$ cat config.mk
export PLATFORM = sky130hd
export DESIGN_NAME = pe_array_mem_scheduler_flat
export DESIGN_NICKNAME = d
export VERILOG_FILES = /design/src/rtl/pe_array_mem_scheduler_if.sv /design/src/rtl/pe_array_mem_scheduler.sv /design/src/flat_wrapper.sv
export SDC_FILE = /design/constraint.sdc
export NUM_CORES = 1
export LEC_CHECK = 0
export ABC_AREA = 0
export CORE_AREA = 2 2 104 106
export CTS_BUF_LIST = sky130_fd_sc_hd__clkbuf_16
export CTS_CLUSTER_DIAMETER = 200
export DETAILED_ROUTE_END_ITERATION = 10
export DIE_AREA = 0 0 106 108
export DONT_BUFFER_PORTS = 1
export PLACE_DENSITY = 0.62
export SLEW_MARGIN = 20
export SYNTH_ARGS = -nofsm -noshare
export SYNTH_HDL_FRONTEND = slang
export SYNTH_SLANG_ARGS = --single-unit
export TNS_END_PERCENT = 20
$ cat constraint.sdc
create_clock -name i_clk -period 6.7 [get_ports i_clk]
set_input_delay 0 -clock i_clk [delete_from_list [all_inputs] [get_ports i_clk]]
set_output_delay 0 -clock i_clk [all_outputs]
set_load 0.01 [all_outputs]
$ cat src/rtl/pe_array_mem_scheduler_if.sv
// PE-array / shared-memory bundle between the scheduler (master) and the PE array plus memory (slave).
interface pe_array_mem_scheduler_if #(
  parameter int NUM_PE = 4,
  parameter int ADDR_W = 12
);
  logic [NUM_PE-1:0]    pe_start;
  logic [NUM_PE-1:0]    pe_done;
  logic [NUM_PE-1:0]    pe_load_req;
  logic [NUM_PE-1:0]    pe_store_req;
  logic [32*NUM_PE-1:0] pe_res;
  logic [NUM_PE-1:0]    pe_load_valid;
  logic [31:0]          pe_mem_data;
  logic [NUM_PE-1:0]    pe_store_ack;
  logic [ADDR_W-1:0]    mem_addr;
  logic                 mem_rd;
  logic                 mem_wr;
  logic [31:0]          mem_wdata;
  logic [31:0]          mem_rdata;

  modport master (
    output pe_start, pe_load_valid, pe_mem_data, pe_store_ack,
    output mem_addr, mem_rd, mem_wr, mem_wdata,
    input  pe_done, pe_load_req, pe_store_req, pe_res, mem_rdata
  );

  modport slave (
    input  pe_start, pe_load_valid, pe_mem_data, pe_store_ack,
    input  mem_addr, mem_rd, mem_wr, mem_wdata,
    output pe_done, pe_load_req, pe_store_req, pe_res, mem_rdata
  );
endinterface

$ cat src/rtl/pe_array_mem_scheduler.sv
// Launches NUM_PE PEs and round-robins their loads/stores onto one memory port; done once all PEs finish.
// Stores ack in the grant cycle, load data returns one cycle later; held requests wait, never dropped.
module pe_array_mem_scheduler #(
  parameter int NUM_PE    = 4,
  parameter int ADDR_W    = 12,
  parameter int IN_WORDS  = 64,
  parameter int OUT_BASE  = 2048,
  parameter int OUT_WORDS = 16
) (
  input  logic                       i_clk,
  input  logic                       i_rst,
  input  logic                       i_start,
  output logic                       o_done,
  pe_array_mem_scheduler_if.master   bus
);

  localparam int PW = (NUM_PE > 1)    ? $clog2(NUM_PE)    : 1;
  localparam int RW = (IN_WORDS > 1)  ? $clog2(IN_WORDS)  : 1;
  localparam int WW = (OUT_WORDS > 1) ? $clog2(OUT_WORDS) : 1;

  typedef enum logic [1:0] {S_IDLE, S_LAUNCH, S_RUN, S_FINISH} state_t;

  state_t            r_state;
  state_t            w_state_nxt;
  logic [PW-1:0]     r_rr_ptr;
  logic [RW-1:0]     r_rptr [NUM_PE];
  logic [WW-1:0]     r_wptr [NUM_PE];
  logic [NUM_PE-1:0] r_done_latch;
  logic [NUM_PE-1:0] r_rd_pend;

  logic [NUM_PE-1:0] w_elig;
  logic              w_grant;
  logic [PW-1:0]     w_win;
  int                w_idx;
  logic              w_win_store;
  logic [RW-1:0]     w_rptr_sel;
  logic [WW-1:0]     w_wptr_sel;
  logic [31:0]       w_res;
  logic [ADDR_W-1:0] w_rd_addr;
  logic [ADDR_W-1:0] w_wr_addr;

  // A PE with a read in flight sits out until its data has been returned.
  always_comb begin
    w_elig  = (bus.pe_load_req | bus.pe_store_req) & ~r_rd_pend;
    w_grant = 1'b0;
    w_win   = '0;
    w_idx   = 0;
    if (r_state == S_RUN) begin
      for (int k = 0; k < NUM_PE; k++) begin
        w_idx = int'(r_rr_ptr) + k;
        if (w_idx >= NUM_PE) w_idx = w_idx - NUM_PE;
        if (!w_grant && w_elig[PW'(w_idx)]) begin
          w_grant = 1'b1;
          w_win   = PW'(w_idx);
        end
      end
    end
  end

  always_comb begin
    w_rptr_sel  = '0;
    w_wptr_sel  = '0;
    w_res       = '0;
    w_win_store = 1'b0;
    for (int i = 0; i < NUM_PE; i++) begin
      if (PW'(i) == w_win) begin
        w_rptr_sel  = r_rptr[i];
        w_wptr_sel  = r_wptr[i];
        w_res       = bus.pe_res[32*i +: 32];
        w_win_store = bus.pe_store_req[i];
      end
    end
    w_rd_addr = ADDR_W'(int'(w_win) * IN_WORDS + int'(w_rptr_sel));
    w_wr_addr = ADDR_W'(OUT_BASE + int'(w_win) * OUT_WORDS + int'(w_wptr_sel));
  end

  always_comb begin
    w_state_nxt       = r_state;
    o_done            = 1'b0;
    bus.pe_start      = '0;
    bus.pe_store_ack  = '0;
    bus.mem_rd        = 1'b0;
    bus.mem_wr        = 1'b0;
    bus.mem_addr      = '0;
    bus.mem_wdata     = '0;
    bus.pe_load_valid = r_rd_pend;
    bus.pe_mem_data   = (|r_rd_pend) ? bus.mem_rdata : '0;
    case (r_state)
      S_IDLE: begin
        if (i_start) w_state_nxt = S_LAUNCH;
      end
      S_LAUNCH: begin
        bus.pe_start = '1;
        w_state_nxt  = S_RUN;
      end
      S_RUN: begin
        if (w_grant) begin
          // A store beats a simultaneous load from the same PE; the load stays pending.
          if (w_win_store) begin
            bus.mem_wr              = 1'b1;
            bus.mem_addr            = w_wr_addr;
            bus.mem_wdata           = w_res;
            bus.pe_store_ack[w_win] = 1'b1;
          end else begin
            bus.mem_rd   = 1'b1;
            bus.mem_addr = w_rd_addr;
          end
        end else if ((&r_done_latch) && !(|r_rd_pend)) begin
          w_state_nxt = S_FINISH;
        end
      end
      S_FINISH: begin
        o_done      = 1'b1;
        w_state_nxt = S_IDLE;
      end
      default: w_state_nxt = S_IDLE;
    endcase
  end

  always_ff @(posedge i_clk) begin
    if (i_rst) begin
      r_state      <= S_IDLE;
      r_rr_ptr     <= '0;
      r_done_latch <= '0;
      r_rd_pend    <= '0;
      for (int i = 0; i < NUM_PE; i++) begin
        r_rptr[i] <= '0;
        r_wptr[i] <= '0;
      end
    end else begin
      r_state   <= w_state_nxt;
      r_rd_pend <= '0;
      case (r_state)
        S_LAUNCH: begin
          r_done_latch <= '0;
          for (int i = 0; i < NUM_PE; i++) begin
            r_rptr[i] <= '0;
            r_wptr[i] <= '0;
          end
        end
        S_RUN: begin
          r_done_latch <= r_done_latch | bus.pe_done;
          if (w_grant) begin
            r_rr_ptr <= (w_win == PW'(NUM_PE - 1)) ? '0 : w_win + 1'b1;
            for (int i = 0; i < NUM_PE; i++) begin
              if (PW'(i) == w_win) begin
                if (w_win_store) begin
                  r_wptr[i] <= (r_wptr[i] == WW'(OUT_WORDS - 1)) ? '0 : r_wptr[i] + 1'b1;
                end else begin
                  r_rptr[i]    <= (r_rptr[i] == RW'(IN_WORDS - 1)) ? '0 : r_rptr[i] + 1'b1;
                  r_rd_pend[i] <= 1'b1;
                end
              end
            end
          end
        end
        default: ;
      endcase
    end
  end

endmodule

$ cat src/flat_wrapper.sv
// flat-port wrapper written by rule: the top's interface ports become plain ports
module pe_array_mem_scheduler_flat 
#(
  parameter int NUM_PE    = 4,
  parameter int ADDR_W    = 12,
  parameter int IN_WORDS  = 64,
  parameter int OUT_BASE  = 2048,
  parameter int OUT_WORDS = 16
)
  (i_clk, i_rst, i_start, o_done, bus_pe_start, bus_pe_load_valid, bus_pe_mem_data, bus_pe_store_ack, bus_mem_addr, bus_mem_rd, bus_mem_wr, bus_mem_wdata, bus_pe_done, bus_pe_load_req, bus_pe_store_req, bus_pe_res, bus_mem_rdata);
  pe_array_mem_scheduler_if #(.NUM_PE(NUM_PE), .ADDR_W(ADDR_W)) bus_i ();
  input  logic i_clk;
  input  logic i_rst;
  input  logic i_start;
  output logic o_done;
  output wire logic [$bits(bus_i.pe_start)-1:0] bus_pe_start;
  output wire logic [$bits(bus_i.pe_load_valid)-1:0] bus_pe_load_valid;
  output wire logic [$bits(bus_i.pe_mem_data)-1:0] bus_pe_mem_data;
  output wire logic [$bits(bus_i.pe_store_ack)-1:0] bus_pe_store_ack;
  output wire logic [$bits(bus_i.mem_addr)-1:0] bus_mem_addr;
  output wire logic [$bits(bus_i.mem_rd)-1:0] bus_mem_rd;
  output wire logic [$bits(bus_i.mem_wr)-1:0] bus_mem_wr;
  output wire logic [$bits(bus_i.mem_wdata)-1:0] bus_mem_wdata;
  input wire logic [$bits(bus_i.pe_done)-1:0] bus_pe_done;
  input wire logic [$bits(bus_i.pe_load_req)-1:0] bus_pe_load_req;
  input wire logic [$bits(bus_i.pe_store_req)-1:0] bus_pe_store_req;
  input wire logic [$bits(bus_i.pe_res)-1:0] bus_pe_res;
  input wire logic [$bits(bus_i.mem_rdata)-1:0] bus_mem_rdata;
  assign bus_pe_start = bus_i.pe_start;
  assign bus_pe_load_valid = bus_i.pe_load_valid;
  assign bus_pe_mem_data = bus_i.pe_mem_data;
  assign bus_pe_store_ack = bus_i.pe_store_ack;
  assign bus_mem_addr = bus_i.mem_addr;
  assign bus_mem_rd = bus_i.mem_rd;
  assign bus_mem_wr = bus_i.mem_wr;
  assign bus_mem_wdata = bus_i.mem_wdata;
  assign bus_i.pe_done = bus_pe_done;
  assign bus_i.pe_load_req = bus_pe_load_req;
  assign bus_i.pe_store_req = bus_pe_store_req;
  assign bus_i.pe_res = bus_pe_res;
  assign bus_i.mem_rdata = bus_mem_rdata;
  pe_array_mem_scheduler #(.NUM_PE(NUM_PE), .ADDR_W(ADDR_W), .IN_WORDS(IN_WORDS), .OUT_BASE(OUT_BASE), .OUT_WORDS(OUT_WORDS)) u_core (.i_clk(i_clk), .i_rst(i_rst), .i_start(i_start), .o_done(o_done), .bus(bus_i));
endmodule
==> impl_metrics.yaml <==
outcome:
  run_status: "complete, no violations"
sta:
  worst_slew_pin_slew_ns: 0.975
  worst_clock_skew_ns: 0.00980
  grt_setup_unrepaired: "no"
  hold_viol: 0
  worst_hold_slack_ns: 0.00637
  setup_tns_ns: 0
  slew_viol_final: 0
  timing.final.setup_violations: 0
  timing.final.crit_period_ns: 4.57
  max_freq_ghz: 0.219
  fin_ws_ns: 2.13
  max-slew-margin-rel_pct: 35.0
  tcrit_tclk_final_pct: 68.3
synthesis:
  synth_area_um2: 4680
  postSynthCellCount: 572
  yosysWarnings: 0
  post_synth_arst_share_pct: 0
  avg_synthesized_cell_area_um2: 8.19
  synth_ff_type: "edfxtp_1"
  synth_seq_area_share_pct: 28.6
  synth-edff-count: 30
  yosysUniqueCellTypes: 62
  ys_ff_latch: 52
cts:
  clk_pin_slew_ns: 0.07
  cts_tree: "done"
  clkLatencyLatePin_ns: 0.29
  cts.path.max_buffers: 2
  tritoncts_num_sinks: 52
  tritoncts.num_buffers: 5
  ctsHtreeMaxLevel: 2
  clock_tree.root_cell: "clkbuf_16"
setup_path:
  critical_path.max_fanout: 76
  cp-end-kind: "register"
  worst_ep_arrival_time_ns: 4.49
  setup.worst_path.start_class: "register"
  worst-endpoint-required_ns: 6.62
  startpoint_to_endpoint_class_of_the_critical_path: "register to register"
power:
  comb_power_share_pct: 38.4
  seq_power_share_pct: 37.5
  netSwitchingPower_w: 0.000474
  p_leak_nw: 1.78
  power_frac_clock_pct: 24.0
  switching_share_pct: 38.7
  vdd_drop_max_mv: 0.169
  power.internal_w: 0.000750
  power-per-cell-area_nw_per_um2: 251
  total_power_w: 0.00122
global_routing:
  first_global_vias: 4101
  pin_count_of_the_biggest_net_entering_global_routing: 81
  groute.usage.overall_pct: 24.7
  antenna_found_initial: 3
  grt_remaining_overflow: 0
  grt_pass1_wl_mm: 22.5
die:
  placement_rows: 37
  start_util_pct: 45.8
  num_io_pins: 266
  die_span_x_um: 106
  die_height_um: 108
  floorplan.core_area_um2: 10200
  fp.dieArea_um2: 11400
route:
  detail_route.iter0.violations: 522
  routed_wirelength_mm: 15.1
  route.detailed.drc: 0
  wl_per_cell_um: 22.3
  dr.pass1.iters: 6
  remaining_number_of_nets_flagged_by_the_antenna_check_after_routing: 0
  via_count: 4386
  via_per_inst: 6.49
cells_and_area:
  finish.net_count: 729
  flow.area_growth_from_synthesis_pct: 3.96
  final_cell_mix: "inv_1, nand2_1, nor2_1, nor2b_1, a211o_1"
  final_core_density_pct: 47.6
  nFillCells: 983
  mostFrequentLayoutCell: "inv_1"
  layout-drive-gt1-share_pct: 12.1
hold_path:
  worst_hold_path_type: "primary input to register"
place:
  detailed_place_hpwl_mm: 11.4
  preCtsSetupSlack_ns: 2.17
  port_buffers: 0
  place.gp.congestion: 0.900
flow_run:
  cap_viol_max_count: 0
kinds of logic after synthesis:
logic type | share of synthesized area, %
xor+xnor | 2.99
compound gates | 32.6
other cells | 0.0801
buf+inv | 9.81
flops | 28.6
fa+ha+maj | 4.28
mux | 0.641
simple gates | 21.0
state kept, by name, indices dropped and copies added (netlist names):
register and count:
u_core.r_done_latch 4, u_core.r_rr_ptr 2, u_core.r_wptr 16, u_core.r_state 2, u_core.bus.pe_load_valid 4, u_core.r_rptr 24
power groups by stage:
stage | registers, W | clock network, W | logic (W)
6_report | 0.000459 | 0.000294 | 0.000471
5_1_grt | 0.000467 | 0.000311 | 0.000518
4_1_cts | 0.000458 | 0.000298 | 0.000470
3_5_place_dp | 0.000464 | 0 | 0.000462
3_3_place_gp | 0.000463 | 0 | 0.000455
2_1_floorplan | 0.000446 | 0 | 0.000400
routing by layer:
layer	routed length [um]	track usage, %	up-vias
li1	-	-	2025
met3	1680	9.16	27
met2	7050	39.6	242
met5	23	0	-
met4	342	6.58	4
met1	5960	31.5	2088
worst max-delay path: stages, from the launching register on:
cell and delay, ns:
dfxtp_1 0.40, o21bai_1 0.29, a211oi_1 0.26, o22ai_1 0.17, nor2_1 0.18, ha_2 0.43
buf_4 0.64, nor3b_2 0.39, a211o_1 0.23, nand2_1 0.36, o21ai_0 0.82
final cells by class:
| class | count | area [um^2] | area share (%) |
|---|---|---|---|
| repair buffers | 9 | 80.1 | 1.65 |
| inverters | 52 | 195 | 4.01 |
| flip-flops and latches | 52 | 1340 | 27.6 |
| clock buffers | 5 | 125 | 2.57 |
| clock inverters | 3 | 42.5 | 0.874 |
| multi-input cells | 418 | 2910 | 59.8 |
| well taps | 136 | 170 | 3.50 |
| diodes | 1 | 2.50 | 0.0514 |
worst paths after layout:
path | start | endpoint | slack, ns | depth (start not counted)
setup / recovery | u_core.bus.pe_load_valid[2] | u_core.r_rptr[0][1] | 2.13 | 10
hold / removal | bus_pe_store_req[3] | u_core.bus.pe_load_valid[3] | 0.006 | 3
setup reg to reg | u_core.bus.pe_load_valid[2] | u_core.r_rptr[0][1] | 2.13 | 10
hold reg to reg | u_core.r_done_latch[1] | u_core.r_done_latch[1] | 0.49 | 2
cells in the mapped netlist, drive strengths merged (3+ instances only):
cell     n  area share [%]
o21bai   5            0.88
a31oi    3            0.40
nand2   46             3.7
o22ai    6            0.80
inv     52             4.2
nand2b   6            0.80
a221oi  31             5.8
a311oi   3            0.56
nor4     4            0.80
buf     24             3.4
a22oi   10             1.6
o21ai    9            0.96
ha      16             4.3
nor2b   36             5.0
nor2    36             2.9
dfxtp   22             9.4
a21o     6            0.96
a221o    9             1.9
mux2i    3            0.64
nor3    12             1.3
or2      3            0.40
nand4    5            0.67
xnor2    7             1.3
xor2     9             1.7
nand3   20             2.1
a21oi   57             8.5
a211oi   4            0.64
clkbuf  28             2.2
or3      3            0.51
o21a     3            0.48
and3     6            0.80
a211o   33             6.2
edfxtp  30              19
through the flow:
step | cells | cell area (um^2)
after floorplan | 574 | 4690
after global placement | 662 | 4650
after detailed placement | 662 | 4650
after CTS | 675 | 4860
after global routing | 675 | 4860
final | 676 | 4870
repair_timing:
| item | 4_1_cts | 5_1_grt |
|---|---|---|
| endpoints found under the hold margin | 10 | 0 |
| setup buffers | 0 | 0 |
| gates resized for setup | 0 | 0 |
| hold buffers | 5 | 0 |
Note: power is estimated with default switching activity, not from simulation.
